### src/rtl/operand_fetch.sv
// operand_fetch: two-stage operand fetch between decode and execute.
//   S1 holds the instruction while the register bank read is in flight,
//   S2 is the registered execute-side output.
// Build option: define OPERAND_FWD_EN to enable EX/MEM and MEM/WB operand
// forwarding with load-use stalls only; without it, any pending write to a
// source register stalls until it has reached the bank.
module operand_fetch #(
    parameter int XLEN = 32
) (
    input  logic            i_clk,
    input  logic            i_rst_n,
    input  logic            i_in_valid,
    output logic            o_in_ready,
    input  logic [4:0]      i_in_rs1,
    input  logic [4:0]      i_in_rs2,
    input  logic [4:0]      i_in_rd,
    input  logic            i_in_reg_write,
    input  logic            i_in_mem_read,
    input  logic [XLEN-1:0] i_in_imm,
    input  logic [3:0]      i_in_alu_op,
    output logic [4:0]      o_rf_rs1,
    output logic [4:0]      o_rf_rs2,
    input  logic [XLEN-1:0] i_rf_data1,
    input  logic [XLEN-1:0] i_rf_data2,
    input  logic [4:0]      i_exmem_rd,
    input  logic [4:0]      i_memwb_rd,
    input  logic            i_exmem_reg_write,
    input  logic            i_memwb_reg_write,
    input  logic            i_exmem_mem_read,
    input  logic [XLEN-1:0] i_exmem_data,
    input  logic [XLEN-1:0] i_memwb_data,
    input  logic            i_flush,
    output logic            o_ex_valid,
    input  logic            i_ex_ready,
    output logic [XLEN-1:0] o_ex_op1,
    output logic [XLEN-1:0] o_ex_op2,
    output logic [XLEN-1:0] o_ex_imm,
    output logic [4:0]      o_ex_rd,
    output logic            o_ex_reg_write,
    output logic            o_ex_mem_read,
    output logic [3:0]      o_ex_alu_op,
    output logic [15:0]     o_stall_cnt
);

    logic            r_s1_valid;
    logic [4:0]      r_s1_rs1;
    logic [4:0]      r_s1_rs2;
    logic [4:0]      r_s1_rd;
    logic            r_s1_reg_write;
    logic            r_s1_mem_read;
    logic [XLEN-1:0] r_s1_imm;
    logic [3:0]      r_s1_alu_op;

    logic            r_ex_valid;
    logic [XLEN-1:0] r_ex_op1;
    logic [XLEN-1:0] r_ex_op2;
    logic [XLEN-1:0] r_ex_imm;
    logic [4:0]      r_ex_rd;
    logic            r_ex_reg_write;
    logic            r_ex_mem_read;
    logic [3:0]      r_ex_alu_op;
    logic [15:0]     r_stall_cnt;

    logic            w_s2_adv;
    logic            w_hazard;
    logic            w_s1_adv;
    logic            w_accept;
    logic [XLEN-1:0] w_op1;
    logic [XLEN-1:0] w_op2;

    // A source register is blocked while its producer cannot yet supply it.
    function automatic logic src_hazard(input logic [4:0] src);
`ifdef OPERAND_FWD_EN
        return (src != 5'd0) &&
               ((r_ex_valid && r_ex_reg_write && (r_ex_rd == src)) ||
                (i_exmem_reg_write && i_exmem_mem_read && (i_exmem_rd == src)));
`else
        return (src != 5'd0) &&
               ((r_ex_valid && r_ex_reg_write && (r_ex_rd == src)) ||
                (i_exmem_reg_write && (i_exmem_rd == src)) ||
                (i_memwb_reg_write && (i_memwb_rd == src)));
`endif
    endfunction

    // Operand selection at the S1->S2 transfer; x0 always reads as zero.
    function automatic logic [XLEN-1:0] src_operand(input logic [4:0] src,
                                                   input logic [XLEN-1:0] rf);
        if (src == 5'd0)
            return '0;
`ifdef OPERAND_FWD_EN
        else if (i_exmem_reg_write && (i_exmem_rd == src))
            return i_exmem_data;
        else if (i_memwb_reg_write && (i_memwb_rd == src))
            return i_memwb_data;
`endif
        else
            return rf;
    endfunction

`ifndef OPERAND_FWD_EN
    logic w_unused_fwd;
    assign w_unused_fwd = ^{i_exmem_data, i_memwb_data, i_exmem_mem_read};
`endif

    assign w_s2_adv   = !r_ex_valid || i_ex_ready;
    assign w_hazard   = r_s1_valid && (src_hazard(r_s1_rs1) || src_hazard(r_s1_rs2));
    assign w_s1_adv   = r_s1_valid && !w_hazard && w_s2_adv;
    assign o_in_ready = !i_flush && (!r_s1_valid || w_s1_adv);
    assign w_accept   = i_in_valid && o_in_ready;

    // The bank is re-addressed every cycle so a stalled S1 sees fresh data.
    assign o_rf_rs1 = w_accept ? i_in_rs1 : r_s1_rs1;
    assign o_rf_rs2 = w_accept ? i_in_rs2 : r_s1_rs2;

    assign w_op1 = src_operand(r_s1_rs1, i_rf_data1);
    assign w_op2 = src_operand(r_s1_rs2, i_rf_data2);

    // S1: capture decoded instruction while its bank read is in flight.
    always_ff @(posedge i_clk or negedge i_rst_n) begin
        if (!i_rst_n) begin
            r_s1_valid     <= 1'b0;
            r_s1_rs1       <= '0;
            r_s1_rs2       <= '0;
            r_s1_rd        <= '0;
            r_s1_reg_write <= 1'b0;
            r_s1_mem_read  <= 1'b0;
            r_s1_imm       <= '0;
            r_s1_alu_op    <= '0;
        end else if (i_flush) begin
            r_s1_valid <= 1'b0;
        end else if (w_accept) begin
            r_s1_valid     <= 1'b1;
            r_s1_rs1       <= i_in_rs1;
            r_s1_rs2       <= i_in_rs2;
            r_s1_rd        <= i_in_rd;
            r_s1_reg_write <= i_in_reg_write;
            r_s1_mem_read  <= i_in_mem_read;
            r_s1_imm       <= i_in_imm;
            r_s1_alu_op    <= i_in_alu_op;
        end else if (w_s1_adv) begin
            r_s1_valid <= 1'b0;
        end
    end

    // S2: registered execute outputs; load from S1 or take a bubble.
    always_ff @(posedge i_clk or negedge i_rst_n) begin
        if (!i_rst_n) begin
            r_ex_valid     <= 1'b0;
            r_ex_op1       <= '0;
            r_ex_op2       <= '0;
            r_ex_imm       <= '0;
            r_ex_rd        <= '0;
            r_ex_reg_write <= 1'b0;
            r_ex_mem_read  <= 1'b0;
            r_ex_alu_op    <= '0;
        end else if (i_flush) begin
            r_ex_valid <= 1'b0;
        end else if (w_s2_adv) begin
            r_ex_valid <= w_s1_adv;
            if (w_s1_adv) begin
                r_ex_op1       <= w_op1;
                r_ex_op2       <= w_op2;
                r_ex_imm       <= r_s1_imm;
                r_ex_rd        <= r_s1_rd;
                r_ex_reg_write <= r_s1_reg_write;
                r_ex_mem_read  <= r_s1_mem_read;
                r_ex_alu_op    <= r_s1_alu_op;
            end
        end
    end

    // Saturating count of cycles S1 spends blocked on a hazard.
    always_ff @(posedge i_clk or negedge i_rst_n) begin
        if (!i_rst_n)
            r_stall_cnt <= '0;
        else if (w_hazard && (r_stall_cnt != 16'hFFFF))
            r_stall_cnt <= r_stall_cnt + 16'd1;
    end

    assign o_ex_valid     = r_ex_valid;
    assign o_ex_op1       = r_ex_op1;
    assign o_ex_op2       = r_ex_op2;
    assign o_ex_imm       = r_ex_imm;
    assign o_ex_rd        = r_ex_rd;
    assign o_ex_reg_write = r_ex_reg_write;
    assign o_ex_mem_read  = r_ex_mem_read;
    assign o_ex_alu_op    = r_ex_alu_op;
    assign o_stall_cnt    = r_stall_cnt;

endmodule

### config.mk
export PLATFORM = sky130hd
export DESIGN_NAME = operand_fetch
export DESIGN_NICKNAME = d
export VERILOG_FILES = /design/src/rtl/operand_fetch.sv
export SDC_FILE = /design/constraint.sdc
export NUM_CORES = 1
export LEC_CHECK = 0
export ABC_AREA = 1
export ABC_CLOCK_PERIOD_IN_PS = 3300
export BUFFER_PORTS_ARGS = -buffer_cell sky130_fd_sc_hd__buf_2
export CAP_MARGIN = 0
export CORE_AREA = 4 4 185 187
export DETAILED_ROUTE_END_ITERATION = 7
export DIE_AREA = 0 0 189 191
export GPL_ROUTABILITY_DRIVEN = 0
export GPL_TIMING_DRIVEN = 1
export PLACE_DENSITY = 0.58
export SLEW_MARGIN = 20
export SYNTH_ARGS = -nofsm -noshare
export SYNTH_HDL_FRONTEND = slang
export SYNTH_SLANG_ARGS = --single-unit
### constraint.sdc
create_clock -name i_clk -period 3.3 [get_ports i_clk]
set_clock_uncertainty 0.2 [all_clocks]
set_input_delay 0.33 -clock i_clk [delete_from_list [all_inputs] [get_ports i_clk]]
set_output_delay 0.33 -clock i_clk [all_outputs]
set_load 0.05 [all_outputs]
Word level (Yosys, flattened, before mapping)
Cells that the tools add are included.
{"block": "word_totals", "ff_bits": 178, "latch_bits": 0, "ramBits": 0, "mem_bits_ro": 0, "mem_count": 0}
{"block": "classes", "add_sub_neg": 1, "mul": 0, "div_mod_pow": 0, "magnitude_cmp": 0, "eq_ne": 7, "shift": 0, "muxes": 9, "n_bitwise": 1, "reduce_logical": 34}
{"op": "32-bit two-way mux", "count": 2}
{"op": "5-bit == test", "count": 6}
{"op": "16-bit by 1-bit adder with 16-bit output (second input constant)", "count": 1}
{"op": "16-bit inequality test (second input constant)", "count": 1}
{"op": "1-bit logical AND", "count": 15}
{"op": "5-bit zero test", "count": 2}
{"op": "5-bit two-way mux", "count": 2}
{"op": "5-bit nonzero test", "count": 2}
{"op": "1-bit logical OR", "count": 7}
{"op": "1-bit two-way mux", "count": 5}
{"op": "1-bit zero test", "count": 4}
{"op": "3-bit AND reduction", "count": 1}
{"op": "3-bit nonzero test", "count": 1}
{"op": "2-bit AND reduction", "count": 1}
{"op": "2-bit nonzero test", "count": 1}
{"op": "1-bit inverter", "count": 1}

Depth between registers and ports, before layout
Gate-level depths: netlist of run 1.
{"block": "depth", "ltp_word": 15, "ltp_mapped": 14, "mapped_depth_nobuf": 13}

Worst setup path after synthesis of run 1
OpenSTA, ideal clock, no wires.
{"block": "synth_timing", "kind": "register -> output", "start": "reg r_ex_rd[1] (netlist: o_ex_rd[1])", "end": "out o_rf_rs2[3]", "arrival_ns": 2.086, "path_slack_ns": 0.684, "path_stages_with_launch": 13, "cell_sequence": "dfrtp_1 inv_1 o21ai_0 nor2_1 nand3_1 nand3_1 nand2_1 nand3_1 nand2_2 nand3_2 buf_4 nand2_1 nand2_1"}
{"block": "synth_via", "elab_chain_len": 14}
{"item": "start: declaration", "line": "58", "rtl": "logic [4:0] r_ex_rd;"}
{"item": "start signal: assignment", "line": "164", "rtl": "r_ex_rd <= r_s1_rd;"}
{"item": "5-bit == test", "line": "79", "rtl": "((r_ex_valid && r_ex_reg_write && (r_ex_rd == src)) ||"}
{"item": "1-bit logical AND", "line": "79"}
{"item": "1-bit logical OR", "line": "79"}
{"item": "1-bit logical OR", "line": "80", "rtl": "(i_exmem_reg_write && (i_exmem_rd == src)) ||"}
{"item": "1-bit logical AND", "line": "78", "rtl": "return (src != 5'd0) &&"}
{"item": "1-bit logical OR (*)", "line": "106", "rtl": "assign w_hazard = r_s1_valid && (src_hazard(r_s1_rs1) || src_hazard(r_s1_rs2));"}
{"item": "1-bit logical AND (*)", "line": "106"}
{"item": "1-bit zero test (*)", "line": "107", "rtl": "assign w_s1_adv = r_s1_valid && !w_hazard && w_s2_adv;"}
{"item": "1-bit logical AND (*) (2 in series)", "line": "107"}
{"item": "1-bit logical OR (*)", "line": "108", "rtl": "assign o_in_ready = !i_flush && (!r_s1_valid || w_s1_adv);"}
{"item": "1-bit logical AND (*)", "line": "108"}
{"item": "1-bit logical AND (*)", "line": "109", "rtl": "assign w_accept = i_in_valid && o_in_ready;"}
{"item": "5-bit two-way mux (*)"}
{"item": "end: declaration", "line": "22", "rtl": "output logic [4:0] o_rf_rs2,"}
Every way passes the cells marked *; elsewhere a longest branch is shown, timed or not.

Worst setup path in the final report of run 1
{"block": "layout_timing", "start": "reg r_s1_rs1[4]", "end": "out o_rf_rs2[0]"}
{"block": "layout_via", "elab_chain_len": 14}
{"item": "start: declaration", "line": "46", "rtl": "logic [4:0] r_s1_rs1;"}
{"item": "start signal: assignment", "line": "133", "rtl": "r_s1_rs1 <= i_in_rs1;"}
{"item": "5-bit == test, on equally long branches", "line": "79, 80"}
{"item": "1-bit logical AND, on equally long branches", "line": "79, 80"}
{"item": "1-bit logical OR", "line": "79"}
{"item": "1-bit logical OR", "line": "80"}
{"item": "1-bit logical AND (*)", "line": "78"}
{"item": "1-bit logical OR (*)", "line": "106"}
{"item": "1-bit logical AND (*)", "line": "106"}
{"item": "1-bit zero test (*)", "line": "107"}
{"item": "1-bit logical AND (*) (2 in series)", "line": "107"}
{"item": "1-bit logical OR (*)", "line": "108"}
{"item": "1-bit logical AND (*)", "line": "108"}
{"item": "1-bit logical AND (*)", "line": "109"}
{"item": "5-bit two-way mux (*)"}
Marked as above.

==> impl_metrics.csv, run 1 <==
group,metric,value,unit
cts,clk_latency,0.43,ns
detailed_routing,drt_wl_total,25100,microns
timing,rsz0062_at_grt,"no",
worst_setup_path,arrival,2.50,ns
pwr,p_int,4.67,mW
grt,grt_pass1_vias,7625,
detailed_routing,wire_per_inst,13.9,microns
final_layout,drive_above_1_share,23.8,%
logic_synthesis,avgSynthCellArea,8.18,sq um
pwr,combPwrFrac,39.2,%
pwr,seqPwrFrac,36.3,%
pwr,ir_drop,0.000398,V
detailed_routing,drt.antenna.violating_nets,0,
final_layout,final_cells,1805,
cts,clock_sinks,178,
worst_setup_path,path_cells,"nor3_1, nand3_1, nand2_1, nand3_1, nand2_4, nand4_1, nand2_1, buf_2",
worst_setup_path,path_max_fanout,19,
grt,grt_pass1_wl,40800,microns
final_layout,fillers,3350,
logic_synthesis,synthArstFlopShare,100,%
logic_synthesis,synth_area_leaders,"dfrtp_1, nand2_1, o21ai_1",
logic_synthesis,synth.yosys.warnings,0,
cts,clk_pin_slew,0.07,ns
timing,timing.fmax,0.330,GHz
worst_setup_path,cp-start-kind,"flop",
logic_synthesis,syn_nets,1184,
flow_run,drv_cap,0,
die,die_area,36100,sq um
timing,drv_slew,0,
logic_synthesis,synthDistinctLibCells,26,
final_layout,multi_input_area,3000,sq um
placement,dp_hpwl,16900,microns
logic_synthesis,synth_area,8050,sq um
final_layout,nNetsFinal,1549,
pwr,p_switching,3.76,mW
logic_synthesis,yosysTopAreaCellShare,55.3,%
die,initial_core_util,24.8,%
timing,fin_crit,3.03,ns
die,die_x,189,microns
cts,cts-root-buf,"clkbuf_16",
grt,antenna_found_initial,1,
cts,cts.path.max_buffers,2,
detailed_routing,dr_total_vias,7649,
logic_synthesis,synth_edf_count,0,
detailed_routing,drt-vias-per-instance,4.24,
timing,holdWs,0.0369,ns
placement,dpl.cell_count,1653,
final_layout,syn_to_final_growth,43.8,%
timing,fin_tns_setup,0,ns
detailed_routing,drt_iter0_drc,440,
logic_synthesis,syn_inst,984,
logic_synthesis,ys_ff_latch,178,
status,run_status,"complete, no violations",
pwr,leakagePower,6.25,nW
worst_setup_path,critPathCaptureType,"output port",
detailed_routing,route.detailed.drc,0,
timing,min_period_over_period,91.7,%
grt,grt-ovfl-total,0,
die,core,32500,sq um
worst_setup_path,cp.required,2.77,ns
min_path,hp-class,"in2reg",
cts,cts_tree,"built",
worst_setup_path,critPathBufInv,1,
grt,grt_usage,14.0,%
logic_synthesis,seq_area_frac_synth,55.3,%
logic_synthesis,yosysTopAreaCell,"dfrtp_1",
worst_setup_path,worstSetupPathType,"reg2out",
die,dieHeight,191,microns
die,num_rows,66,
final_layout,seq_area,4450,sq um
timing,hold_viol_final,0,
grt,grt_max_degree,175,
pwr,pwr-share-clk,24.5,%
worst_setup_path,critPathSlowestCell,"dfrtp_1",
logic_synthesis,synth-main-ff-cell,"dfrtp_1",
cts,ctsHtreeMaxLevel,4,
pwr,cellPowerDensity,729,nW/um^2
placement,portBuffers,268,
logic_synthesis,synth_common_cells,"nand2_1, dfrtp_1, o21ai_1",
pwr,p_sw_share,44.6,%
timing,worstMarginPinSlew,0.723,ns
timing,slew_headroom,51.8,%
cts,post-cts-setup-buffers,0,
die,io_pins,334,
cts,cts-buffers-inserted,17,
logic_synthesis,synth_most_common_cell,"nand2_1",
timing,setup_violations,0,
detailed_routing,drt-pass1-iter-count,4,
worst_setup_path,cp_top_family,"simple AND/OR/NAND/NOR gates",
worst_setup_path,cp_slowest_stage_delay,0.47,ns
layer usage:
| metal | global-route usage (%) | routed length (microns) |
|---|---|---|
| met5 | 0 | 0 |
| met4 | 3.67 | 369 |
| met3 | 4.22 | 1610 |
| met2 | 23.4 | 11900 |
| met1 | 17.8 | 11200 |
registers in the layout (all words and copies together) (netlist names), 4 cells and up:
name / cells
o_ex_imm: 32
o_ex_op1: 32
o_ex_op2: 32
r_s1_imm: 32
o_stall_cnt: 16
o_ex_rd: 5
r_s1_rd: 5
r_s1_rs1: 5
r_s1_rs2: 5
o_ex_alu_op: 4
r_s1_alu_op: 4
worst paths after layout:
path,start,to,slack [ns],cells past startpoint
max in group asynchronous,i_rst_n,o_ex_op2[3],1.87,3
hold / removal,i_rf_data1[15],o_ex_op1[15],0.04,3
setup reg to reg,r_s1_rs2[1],r_s1_imm[9],0.76,13
min in group asynchronous,i_rst_n,o_ex_op1[6],0.28,2
setup / recovery,r_s1_rs1[4],o_rf_rs2[0],0.27,8
hold reg to reg,r_s1_rd[2],r_s1_rd[2],0.27,2
through the flow:
stage / total power [mW] / utilization, % / setup WS, ns / cell area (sq um)
final: 8.44 / 35.7 / 0.273 / 11600
after global routing: 8.94 / 35.7 / 0.0414 / 11600
after CTS: 8.55 / 35.6 / 0.133 / 11600
after detailed placement: 6.31 / 30.1 / 0.497 / 9770
after global placement: 6.28 / 30.1 / 0.488 / 9770
after floorplan: 5.41 / - / 0.684 / 8050
power by group through the flow:
stage / registers (mW) / clock network [mW] / logic, mW
after detailed placement: 3.09 / 0 / 3.22
after CTS: 3.06 / 2.16 / 3.33
after global placement: 3.08 / 0 / 3.20
after global routing: 3.13 / 2.24 / 3.56
after floorplan: 4.54 / 0 / 0.872
final: 3.06 / 2.06 / 3.31
final cells by class:
type | count | share of cell area, %
sequential | 178 | 38.5
multi-input combinational | 673 | 25.9
inverter | 79 | 2.56
antenna | 1 | 0.0216
tap | 442 | 4.78
clock inverter | 13 | 1.29
clock buffer | 19 | 3.83
timing repair buffer | 400 | 23.1
kinds of logic (layout without fill, tap and decap cells):
group	Yosys count	after routing	synth area share (%)
xor gates and xnor gates	14	14	1.52
buffers and inverters	133	511	7.59
adders and majority gates	1	1	0.155
and+or+nand+nor	543	543	28.2
DFF	178	178	55.3
AOI/OAI and AO/OA	115	115	7.15
other	0	1	0
worst register-to-register path, stage by stage, from the launching register on:
cell and delay (ns):
dfrtp_1 0.47, inv_1 0.13, nand2_1 0.07, nand2_1 0.05, nor2_1 0.10, nand3_1 0.10
nand3_1 0.09, nand2_1 0.06, nand3_1 0.15, nand2_4 0.19, nand3_4 0.18, buf_4 0.45
nand2_1 0.15, nand2_1 0.08
cells in the final DEF, fill, tap and decap left out, types with 2 or more instances in the layout:
cell type        n
nor2_1          34
dfrtp_1        178
bufinv_16        2
xor2_1          10
dlygate4sd3_1  119
nand4_1         54
buf_4           10
buf_12           3
clkbuf_16       17
inv_1           71
xnor2_1          4
nand3b_1         2
clkinv_2         2
clkinvlp_4       2
o21ai_0         14
o21ai_1         97
inv_6            4
nand3_4          2
clkbuf_8         2
nand2_1        410
inv_2            8
buf_2          267
nor3_1           4
nand3_1         33
a21oi_1          4
clkinv_4         2
what timing repair did:
action / CTS / global route
endpoints found under the hold margin: 184 / 0
endpoints found under the setup margin: 2 / 9
gates resized for setup: 1 / 1
hold buffers: 119 / 0
No activity file was read; power rests on OpenSTA's default activity.
==> run 2: changes to the inputs <==
--- a/config.mk
+++ b/config.mk
@@ -6,7 +6,7 @@
 export NUM_CORES = 1
 export LEC_CHECK = 0
 export ABC_AREA = 1
-export ABC_CLOCK_PERIOD_IN_PS = 3300
+export ABC_CLOCK_PERIOD_IN_PS = 3230
 export BUFFER_PORTS_ARGS = -buffer_cell sky130_fd_sc_hd__buf_2
 export CAP_MARGIN = 0
 export CORE_AREA = 4 4 185 187
==> constraint.sdc (replaced) <==
create_clock -name i_clk -period 3.23 [get_ports i_clk]
set_clock_uncertainty 0.2 [all_clocks]
set_input_delay 0.323 -clock i_clk [delete_from_list [all_inputs] [get_ports i_clk]]
set_output_delay 0.323 -clock i_clk [all_outputs]
set_load 0.05 [all_outputs]
==> impl_metrics.csv, run 2 (synthesis gave the netlist of run 1 again) <==
group,metric,value,unit
die,die_x,189,microns
timing,setup_violations,0,
final_layout,final_common_cell,"nand2_1",
grt,grt-ovfl-total,0,
die,die_area,36100,sq um
cts,cts_tree,"built",
pwr,cellPowerDensity,739,nW/um^2
placement,dp_hpwl,17000,microns
worst_setup_path,worstSetupPathType,"reg2out",
worst_setup_path,path_max_fanout,11,
worst_setup_path,rrSetupSlack,0.71,ns
detailed_routing,drt.antenna.violating_nets,0,
worst_setup_path,cp-start-kind,"flop",
cts,ctsHtreeMaxLevel,4,
final_layout,seq_area,4450,sq um
final_layout,final_cells,1807,
cts,cts.path.max_buffers,2,
worst_setup_path,setup.worst_path.end,"o_rf_rs2[0]",
cts,cts-buffers-inserted,17,
timing,slew_headroom,51.6,%
timing,rsz0062_at_grt,"no",
final_layout,mostFrequentLayoutCells,"nand2_1, buf_2, dfrtp_1",
detailed_routing,drt-pass1-iter-count,5,
detailed_routing,drt_iter0_drc,338,
worst_setup_path,rr_worst_depth,13,
timing,holdWs,0.171,ns
grt,antenna_found_initial,0,
detailed_routing,drt_wl_total,25300,microns
detailed_routing,route.detailed.drc,0,
detailed_routing,dr_total_vias,7713,
grt,grt_pass1_wl,40700,microns
status,run_status,"complete, no violations",
die,io_pins,334,
pwr,ir_drop,0.000350,V
worst_setup_path,critPathCaptureType,"output port",
grt,grt_usage,14.0,%
worst_setup_path,cp.required,2.71,ns
worst_setup_path,crit_start,"r_s1_rs1[4]",
pwr,leakagePower,6.25,nW
timing,fin_crit,3.02,ns
grt,grt_max_degree,175,
final_layout,n_antenna_cell,0,
cts,cts-root-buf,"clkbuf_16",
grt,grt_pass1_vias,7828,
placement,portBuffers,268,
cts,clk_pin_slew,0.07,ns
timing,timing.fmax,0.331,GHz
min_path,hp-class,"in2reg",
cts,clock_sinks,178,
timing,fin_tns_setup,0,ns
detailed_routing,drt-vias-per-instance,4.27,
die,core,32500,sq um
timing,drv_slew,0,
worst_setup_path,rr_startpoint,"r_s1_rs2[1]",
die,initial_core_util,24.8,%
final_layout,fillers,3344,
final_layout,nNetsFinal,1553,
die,dieHeight,191,microns
timing,worstMarginPinSlew,0.727,ns
flow_run,drv_cap,0,
die,num_rows,66,
timing,hold_viol_final,0,
timing,min_period_over_period,93.6,%
worst_setup_path,reg2reg_to,"r_s1_imm[14]",
worst_setup_path,arrival,2.50,ns
final_layout,drive_above_1_share,24.0,%
final_layout,multi_input_area,3020,sq um
cts,post-cts-setup-buffers,0,
cts,clk_latency,0.44,ns
placement,dpl.cell_count,1654,
final_layout,syn_to_final_growth,43.8,%
detailed_routing,wire_per_inst,14.0,microns
-- run 2: changes by cell type in the layout (fill, tap and decap cells not counted), sizes merged --
cell         before  now
buf             280  281
bufinv            2    1
clkinvlp          2    1
diode             1    0
dlygate4sd3     119  120
inv              84   85
nand2           411  413
-- run 2: how the worst min path moves through the flow --
stage / start / to / cells after the start
floorplan: i_rst_n / o_ex_alu_op[0] / 0
global placement: i_rst_n / o_ex_op1[10] / 1
detailed placement: i_rst_n / o_ex_op1[10] / 1
CTS: i_in_valid / r_s1_valid / 3
global route: i_in_valid / r_s1_valid / 3
finish: i_in_valid / r_s1_valid / 3
-- run 2: metal layers --
| metal | global-route usage (%) | part of all wire [%] | up-vias |
|---|---|---|---|
| met4 | 4.46 | 2.0 | 0 |
| li1 | - | - | 3871 |
| met3 | 3.78 | 6.5 | 34 |
| met1 | 17.6 | 45 | 3555 |
| met5 | 0 | 0 | - |
| met2 | 23.4 | 47 | 253 |
-- run 2: area by class of cell --
type / instances / area share (%)
inverters: 79 / 2.56
clock buffers: 19 / 3.83
repair buffers: 402 / 23.2
well taps: 442 / 4.78
flip-flops and latches: 178 / 38.5
clock inverters: 12 / 1.07
multi-input cells: 675 / 26.1
-- run 2: worst max-delay path: stages, from the launching register on --
cell and delay (ns):
dfrtp_1 0.48, nor3_1 0.28, nand3_1 0.17, nand2_1 0.14, nand3_2 0.19, nand2_4 0.19, nand3_4 0.16, nand2_1 0.14
nand2_1 0.09, buf_2 0.22
-- run 2: per-stage QoR --
stage	worst slack [ns]	instance area, sq um	power (mW)	utilization, %
2_1_floorplan	0.621	8050	5.53	-
3_3_place_gp	0.361	9770	6.41	30.1
3_5_place_dp	0.363	9770	6.44	30.1
4_1_cts	0.00850	11500	8.67	35.6
5_1_grt	0.0196	11600	9.08	35.7
6_report	0.207	11600	8.55	35.7
-- run 2: power breakdown --
group	leakage, nW	switching (mW)	total (mW)	internal, mW
Sequential	2.26	0.353	3.12	2.77
Combinational	3.71	2.55	3.38	0.829
Clock	0.277	0.949	2.05	1.10
-- run 2: repair_timing --
item	in CTS	in global routing
gates cloned	0	2
endpoints found under the setup margin	10	10
pin swaps	0	1
hold buffers	120	0
hold endpoints to repair	168	0
gates resized for setup	1	3
